$ cat config.mk
export PLATFORM = sky130hd
export DESIGN_NAME = alu_input_ctrl
export DESIGN_NICKNAME = d
export VERILOG_FILES = /design/src/rtl/alu_ctrl_pkg.sv /design/src/rtl/alu_input_ctrl_sync_2ff.sv /design/src/rtl/alu_input_ctrl.sv
export SDC_FILE = /design/constraint.sdc
export NUM_CORES = 1
export LEC_CHECK = 0
export CAP_MARGIN = 10
export CORE_ASPECT_RATIO = 1.75
export CORE_MARGIN = 8
export CORE_UTILIZATION = 40
export DETAILED_ROUTE_END_ITERATION = 10
export DONT_BUFFER_PORTS = 1
export GPL_TIMING_DRIVEN = 1
export PLACE_DENSITY = 0.67
export SLEW_MARGIN = 0
export SYNTH_ARGS = -nofsm -noshare
export SYNTH_HDL_FRONTEND = slang
export SYNTH_HIERARCHICAL = 1
export SYNTH_SLANG_ARGS = --single-unit
$ cat constraint.sdc
create_clock -name clk -period 2 [get_ports clk]
set_input_delay 0.3 -clock clk [delete_from_list [all_inputs] [get_ports clk]]
set_output_delay 0.3 -clock clk [all_outputs]
set_load 0.02 [all_outputs]
$ cat src/rtl/alu_ctrl_pkg.sv
// alu_ctrl_pkg
//   Shared types and constants for the ALU input front-end.
//   - state_t      : controller states (IDLE, DEBOUNCE, LATCH, WAIT_RELEASE)
//   - BTN_NONE     : button code meaning "no operation selected"
//   - MODE_*       : ALU mode switch encodings
//   - is_one_cold  : true when exactly one active-low button is pressed
package alu_ctrl_pkg;

  typedef enum logic [1:0] {
    IDLE         = 2'd0,
    DEBOUNCE     = 2'd1,
    LATCH        = 2'd2,
    WAIT_RELEASE = 2'd3
  } state_t;

  localparam logic [3:0] BTN_NONE   = 4'b1111;
  localparam logic [1:0] MODE_ARITH = 2'b00;
  localparam logic [1:0] MODE_LOGIC = 2'b01;
  localparam logic [1:0] MODE_SHIFT = 2'b10;

  // A press counts only when a single button is down; chords and the
  // all-released pattern are both rejected.
  function automatic logic is_one_cold(input logic [3:0] btn);
    return (btn == 4'b1110) || (btn == 4'b1101) ||
           (btn == 4'b1011) || (btn == 4'b0111);
  endfunction

endpackage

$ cat src/rtl/alu_input_ctrl_sync_2ff.sv
// sync_2ff
//   Generic two-flop synchronizer for asynchronous inputs.
//   Parameters: W (width), RESET_VAL (value both flops take in reset).
//   Ports:
//     clk - system clock
//     rst - asynchronous active-high reset
//     d   - raw asynchronous input
//     q   - synchronized output (two clocks of latency)
module sync_2ff #(
  parameter int             W         = 1,
  parameter logic [W-1:0]   RESET_VAL = '0
) (
  input  logic         clk,
  input  logic         rst,
  input  logic [W-1:0] d,
  output logic [W-1:0] q
);

  logic [W-1:0] meta;

  // First flop may go metastable; the second gives it a full cycle to
  // settle before anything downstream looks at the value.
  always_ff @(posedge clk or posedge rst) begin
    if (rst) begin
      meta <= RESET_VAL;
      q    <= RESET_VAL;
    end else begin
      meta <= d;
      q    <= meta;
    end
  end

endmodule

$ cat src/rtl/alu_input_ctrl.sv
// alu_input_ctrl
//   Registered front-end for the 4-bit ALU. Synchronizes and debounces the
//   four active-low operation buttons, and on an accepted single press
//   snapshots the mode and operand switches. Outputs then stay frozen until
//   the next accepted press.
//   Ports:
//     clk, rst            - clock, asynchronous active-high reset
//     buttons_n[3:0]      - raw active-low operation buttons
//     mode_sw[1:0]        - raw mode switches
//     a_sw, b_sw [N-1:0]  - raw operand switches
//     A_num, B_num        - latched operands to the ALU
//     operations_buttons  - latched one-cold op code (1111 = none)
//     change_mode         - latched mode to the ALU
//     op_valid            - one-cycle pulse when new values appear
//     busy                - high whenever the controller is not idle
module alu_input_ctrl
  import alu_ctrl_pkg::*;
#(
  parameter int N               = 4,
  parameter int DEBOUNCE_CYCLES = 500000
) (
  input  logic         clk,
  input  logic         rst,
  input  logic [3:0]   buttons_n,
  input  logic [1:0]   mode_sw,
  input  logic [N-1:0] a_sw,
  input  logic [N-1:0] b_sw,
  output logic [N-1:0] A_num,
  output logic [N-1:0] B_num,
  output logic [3:0]   operations_buttons,
  output logic [1:0]   change_mode,
  output logic         op_valid,
  output logic         busy
);

  localparam int               CNT_W    = $clog2(DEBOUNCE_CYCLES);
  localparam logic [CNT_W-1:0] CNT_LAST = CNT_W'(DEBOUNCE_CYCLES - 1);

  logic [3:0]       btn_s;
  logic [1:0]       mode_s;
  logic [N-1:0]     a_s;
  logic [N-1:0]     b_s;

  state_t           state;
  state_t           next_state;
  logic [3:0]       cand;
  logic [CNT_W-1:0] cnt;

  logic             load_cand;
  logic             cnt_clear;
  logic             cnt_inc;
  logic             do_latch;

  sync_2ff #(.W(4), .RESET_VAL(BTN_NONE)) u_sync_btn (
    .clk (clk),
    .rst (rst),
    .d   (buttons_n),
    .q   (btn_s)
  );

  sync_2ff #(.W(2), .RESET_VAL(MODE_ARITH)) u_sync_mode (
    .clk (clk),
    .rst (rst),
    .d   (mode_sw),
    .q   (mode_s)
  );

  sync_2ff #(.W(N), .RESET_VAL('0)) u_sync_a (
    .clk (clk),
    .rst (rst),
    .d   (a_sw),
    .q   (a_s)
  );

  sync_2ff #(.W(N), .RESET_VAL('0)) u_sync_b (
    .clk (clk),
    .rst (rst),
    .d   (b_sw),
    .q   (b_s)
  );

  // State register.
  always_ff @(posedge clk or posedge rst) begin
    if (rst) begin
      state <= IDLE;
    end else begin
      state <= next_state;
    end
  end

  // Next-state and datapath control. The same counter times both the press
  // and the release; during release any non-idle pattern (bounce or a second
  // button) restarts the count instead of aborting.
  always_comb begin
    next_state = state;
    load_cand  = 1'b0;
    cnt_clear  = 1'b0;
    cnt_inc    = 1'b0;
    do_latch   = 1'b0;
    unique case (state)
      IDLE: begin
        if (is_one_cold(btn_s)) begin
          load_cand  = 1'b1;
          cnt_clear  = 1'b1;
          next_state = DEBOUNCE;
        end
      end
      DEBOUNCE: begin
        if (btn_s != cand) begin
          next_state = IDLE;
        end else if (cnt == CNT_LAST) begin
          next_state = LATCH;
        end else begin
          cnt_inc = 1'b1;
        end
      end
      LATCH: begin
        do_latch   = 1'b1;
        cnt_clear  = 1'b1;
        next_state = WAIT_RELEASE;
      end
      WAIT_RELEASE: begin
        if (btn_s != BTN_NONE) begin
          cnt_clear = 1'b1;
        end else if (cnt == CNT_LAST) begin
          next_state = IDLE;
        end else begin
          cnt_inc = 1'b1;
        end
      end
      default: begin
        next_state = IDLE;
      end
    endcase
  end

  // Candidate button code and the shared debounce counter.
  always_ff @(posedge clk or posedge rst) begin
    if (rst) begin
      cand <= BTN_NONE;
      cnt  <= '0;
    end else begin
      if (load_cand) begin
        cand <= btn_s;
      end
      if (cnt_clear) begin
        cnt <= '0;
      end else if (cnt_inc) begin
        cnt <= cnt + CNT_W'(1);
      end
    end
  end

  // Output registers. The snapshot and op_valid are loaded on the same edge
  // so the pulse lines up with the first cycle of the new values. busy is
  // registered from next_state so it is a clean flop output equal to
  // (state != IDLE).
  always_ff @(posedge clk or posedge rst) begin
    if (rst) begin
      A_num              <= '0;
      B_num              <= '0;
      operations_buttons <= BTN_NONE;
      change_mode        <= MODE_ARITH;
      op_valid           <= 1'b0;
      busy               <= 1'b0;
    end else begin
      op_valid <= do_latch;
      busy     <= (next_state != IDLE);
      if (do_latch) begin
        operations_buttons <= cand;
        change_mode        <= mode_s;
        A_num              <= a_s;
        B_num              <= b_s;
      end
    end
  end

endmodule
==> results.toml <==
[final_layout]
utilization_pct = 54.0
drive_gt1_share_pct = 44.1
n_antenna_cell = 0
n_fill_cell = 593
fin_cells = 376
nets = 302
syn_to_final_growth_pct = 32.4
final_cell_area_um2 = 3880

[clock_network]
cts-htree-levels = 3
cts_tree = "done"
clock_latency_ns = 0.33
clock_path_buffers = 2
cts.sinks = 69
numCtsBuffers = 9
cts_root_buf = "clkbuf_16"
clkTransAtPathRegs_ns = 0.06

[power]
p_leak_nw = 1.67
power.density_nw_per_um2 = 893
ir_worst_vdd_v = 0.000803

[worst_setup_path]
path_buf_inv = 0
r2r_end = "cnt[8]$_DFFE_PP0P_"
cp_cell_sequence = "xnor2_2 > nand4b_1 > o211a_4 > or4_4 > a21oi_2"
critPathMaxStageDelay_ns = 0.59
crit_required_ns = 2.26
rrSetupSlack_ns = -0.06
startpoint_type = "register"
worstReg2RegStart = "u_sync_btn/q[2]$_DFF_PP1_"
cpMaxStageDelayCell = "dfstp_2"
cp.arrival_ns = 2.31
critical_path.max_fanout = 6
crit_path_end_kind = "register"
critPathTopFamily = "simple AND/OR/NAND/NOR gates"
worstRegToRegCells = 5
criticalPathCategory = "register to register"

[synthesis]
synth-seq-area-share_pct = 59.6
synth-edff-count = 0
synth_cells = 239
syn_avg_cell_area_um2 = 12.3
synthTopCellsByArea = "dfrtp_1 (45%), dfstp_2 (14%), mux2_2 (6.5%), buf_6 (2.7%), nand4_1 (2.3%)"
ys_async_sr_fraction_pct = 100
ys_types = 45
synth.most_common_cell = "dfrtp_1"
yosysTopAreaCell = "dfrtp_1"
syn_area_um2 = 2930
yosys-top-cells-count = "dfrtp_1 (53), mux2_2 (17), dfstp_2 (16), nand2_1 (14), a21oi_1 (12)"
synth_top_area_share_pct = 45.3
ys_warn_count = 6
ys_ff_latch = 69
synth_fp_nets = 256
synth_flop_cell = "dfrtp_1"

[timing]
fin_hold_ws_ns = -0.00116
rsz0062_at_grt = "true"
hold_violations = 1
layout_setup_ws_ns = -0.0563
tightestPinTransition_ns = 0.531
min_period_ns = 2.06
slew_violations = 0
fmax_ghz = 0.486
min_period_over_period_pct = 103
fin_skew_ns = 0.00342
setup_violations = 8
timing.slew.headroom_pct = 64.6

[floorplan]
start_util_pct = 40.8
die_area_um2 = 10400
die_y_um = 129
ios = 32
fp.dieW_um = 80.7
rows = 41
core_um2 = 7180

[drt]
dr.pass1.iters = 4
drt_wl_total_um = 6680
viasPerCell = 5.60
ant_nets = 0
drtIter0Drc = 119
post_drt_wl_per_cell_um = 17.8
num_vias = 2105
drc_errors = 0

[placed_design]
place_area_um2 = 3150
gp_congestion = 0.836
pre_cts_slack_ns = -0.0639
post-place-cells = 338
numPortBuffers = 0
dp.final_hpwl_um = 4460

[status]
outcome = "finished, violations left"
violations = "negative hold slack, negative setup slack"

[global_routing]
grt_max_degree = 42
grt_use_met3_pct = 4.92
grt_pass1_wl_um = 10300
grt_pass1_vias = 2174
grt_usage_pct = 13.2
grt-busiest-layer = "met2"
grt-ovfl-total = 0
use_met1_pct = 11.9
antenna_found_initial = 0
grt.met2_usage_pct = 23.2

[job]
cap_viol_max_count = 0

[worst_hold_path]
hold_class = "input pin to asynchronous set/reset pin"
==> sequential cells by signal, summed over array words and instances, names as in the netlist <==
register,flops
A_num,4
B_num,4
busy,1
cand,4
change_mode,2
cnt,19
op_valid,1
operations_buttons,4
state,2
u_sync_a/meta,4
u_sync_a/q,4
u_sync_b/meta,4
u_sync_b/q,4
u_sync_btn/meta,4
u_sync_btn/q,4
u_sync_mode/meta,2
u_sync_mode/q,2
==> kinds of logic (layout without fill, tap and decap cells) <==
family / Yosys count / after routing / synth area share (%)
AO/OA/AOI/OAI: 41 / 42 / 9.40
XOR/XNOR: 5 / 5 / 1.75
AND/OR/NAND/NOR: 76 / 76 / 15.5
buffers and inverters: 26 / 76 / 5.38
flip-flops: 69 / 69 / 59.6
adder cells (fa/ha/maj): 2 / 2 / 0.812
multiplexers: 20 / 20 / 7.56
==> layout make-up <==
type	instances	area (um^2)	share of cell area [%]
multi-input cells	145	1240	32.0
repair buffers	50	444	11.5
clock inverters	6	71.3	1.84
flip-flops and latches	69	1750	45.0
well taps	86	108	2.77
inverters	10	37.5	0.968
clock buffers	10	229	5.90
==> per-stage QoR <==
step / hold slack (ns) / power, W / setup TNS, ns
floorplan: 0.0661 / 0.00173 / 0
global placement: 0.0736 / 0.00181 / -0.113
detailed placement: 0.0805 / 0.00182 / -0.390
CTS: 0.0171 / 0.00343 / -0.00548
global route: 0.0474 / 0.00361 / -0.950
finish: -0.00116 / 0.00346 / -0.299
==> worst max-delay path by stage <==
stage	start	endpoint	slack, ns	cells after the start
finish	u_sync_btn/q[2]$_DFF_PP1_	cnt[8]$_DFFE_PP0P_	-0.06	5
global route	u_sync_btn/q[2]$_DFF_PP1_	cnt[8]$_DFFE_PP0P_	-0.11	5
CTS	cnt[6]$_DFFE_PP0P_	cnt[2]$_DFFE_PP0P_	-0.005	6
detailed placement	u_sync_btn/q[2]$_DFF_PP1_	cnt[15]$_DFFE_PP0P_	-0.06	6
global placement	u_sync_btn/q[2]$_DFF_PP1_	cnt[15]$_DFFE_PP0P_	-0.04	6
floorplan	u_sync_btn/q[2]$_DFF_PP1_	cnt[18]$_DFFE_PP0P_	0.006	7
==> layer usage <==
layer / vias to the layer above / part of all wire (%)
met5: - / 0
met4: 0 / 4.6
met3: 25 / 5.0
met2: 49 / 57
met1: 1066 / 34
li1: 965 / -
==> power breakdown <==
| part | internal, W | total [W] | switching (W) |
|---|---|---|---|
| logic | 0.000185 | 0.000371 | 0.000186 |
| clock network | 0.000972 | 0.00156 | 0.000587 |
| registers | 0.00148 | 0.00153 | 0.0000537 |
==> cells in the final DEF (no fill, tap or decap), types with 2 or more instances in the layout <==
master / instances
clkbuf_16: 9
a21oi_2: 8
dfstp_2: 16
or4_1: 2
o21ai_2: 2
nand4b_1: 2
o41ai_2: 2
o31ai_1: 4
and3_1: 3
nor2_1: 8
nor3_1: 2
mux2i_1: 2
xnor2_2: 3
or4_4: 7
nor3_2: 3
dlygate4sd3_1: 15
mux2_2: 17
o211a_4: 2
o211ai_1: 5
nand4_1: 11
clkinv_4: 2
or3_1: 4
a21oi_1: 4
nand2_1: 13
o21ai_0: 3
inv_1: 10
dfrtp_1: 53
nand3_1: 9
buf_4: 30
clkinvlp_4: 2
o31ai_2: 3
buf_6: 3
or3_4: 3
==> timing repair <==
item	4_1_cts	5_1_grt
endpoints found under the setup margin	16	17
pin swaps	0	25
gates cloned	0	1
hold endpoints to repair	34	0
hold buffers	15	0
gates resized for setup	4	49
buffers inserted	1	5
Power figures use the tool's default switching activity.
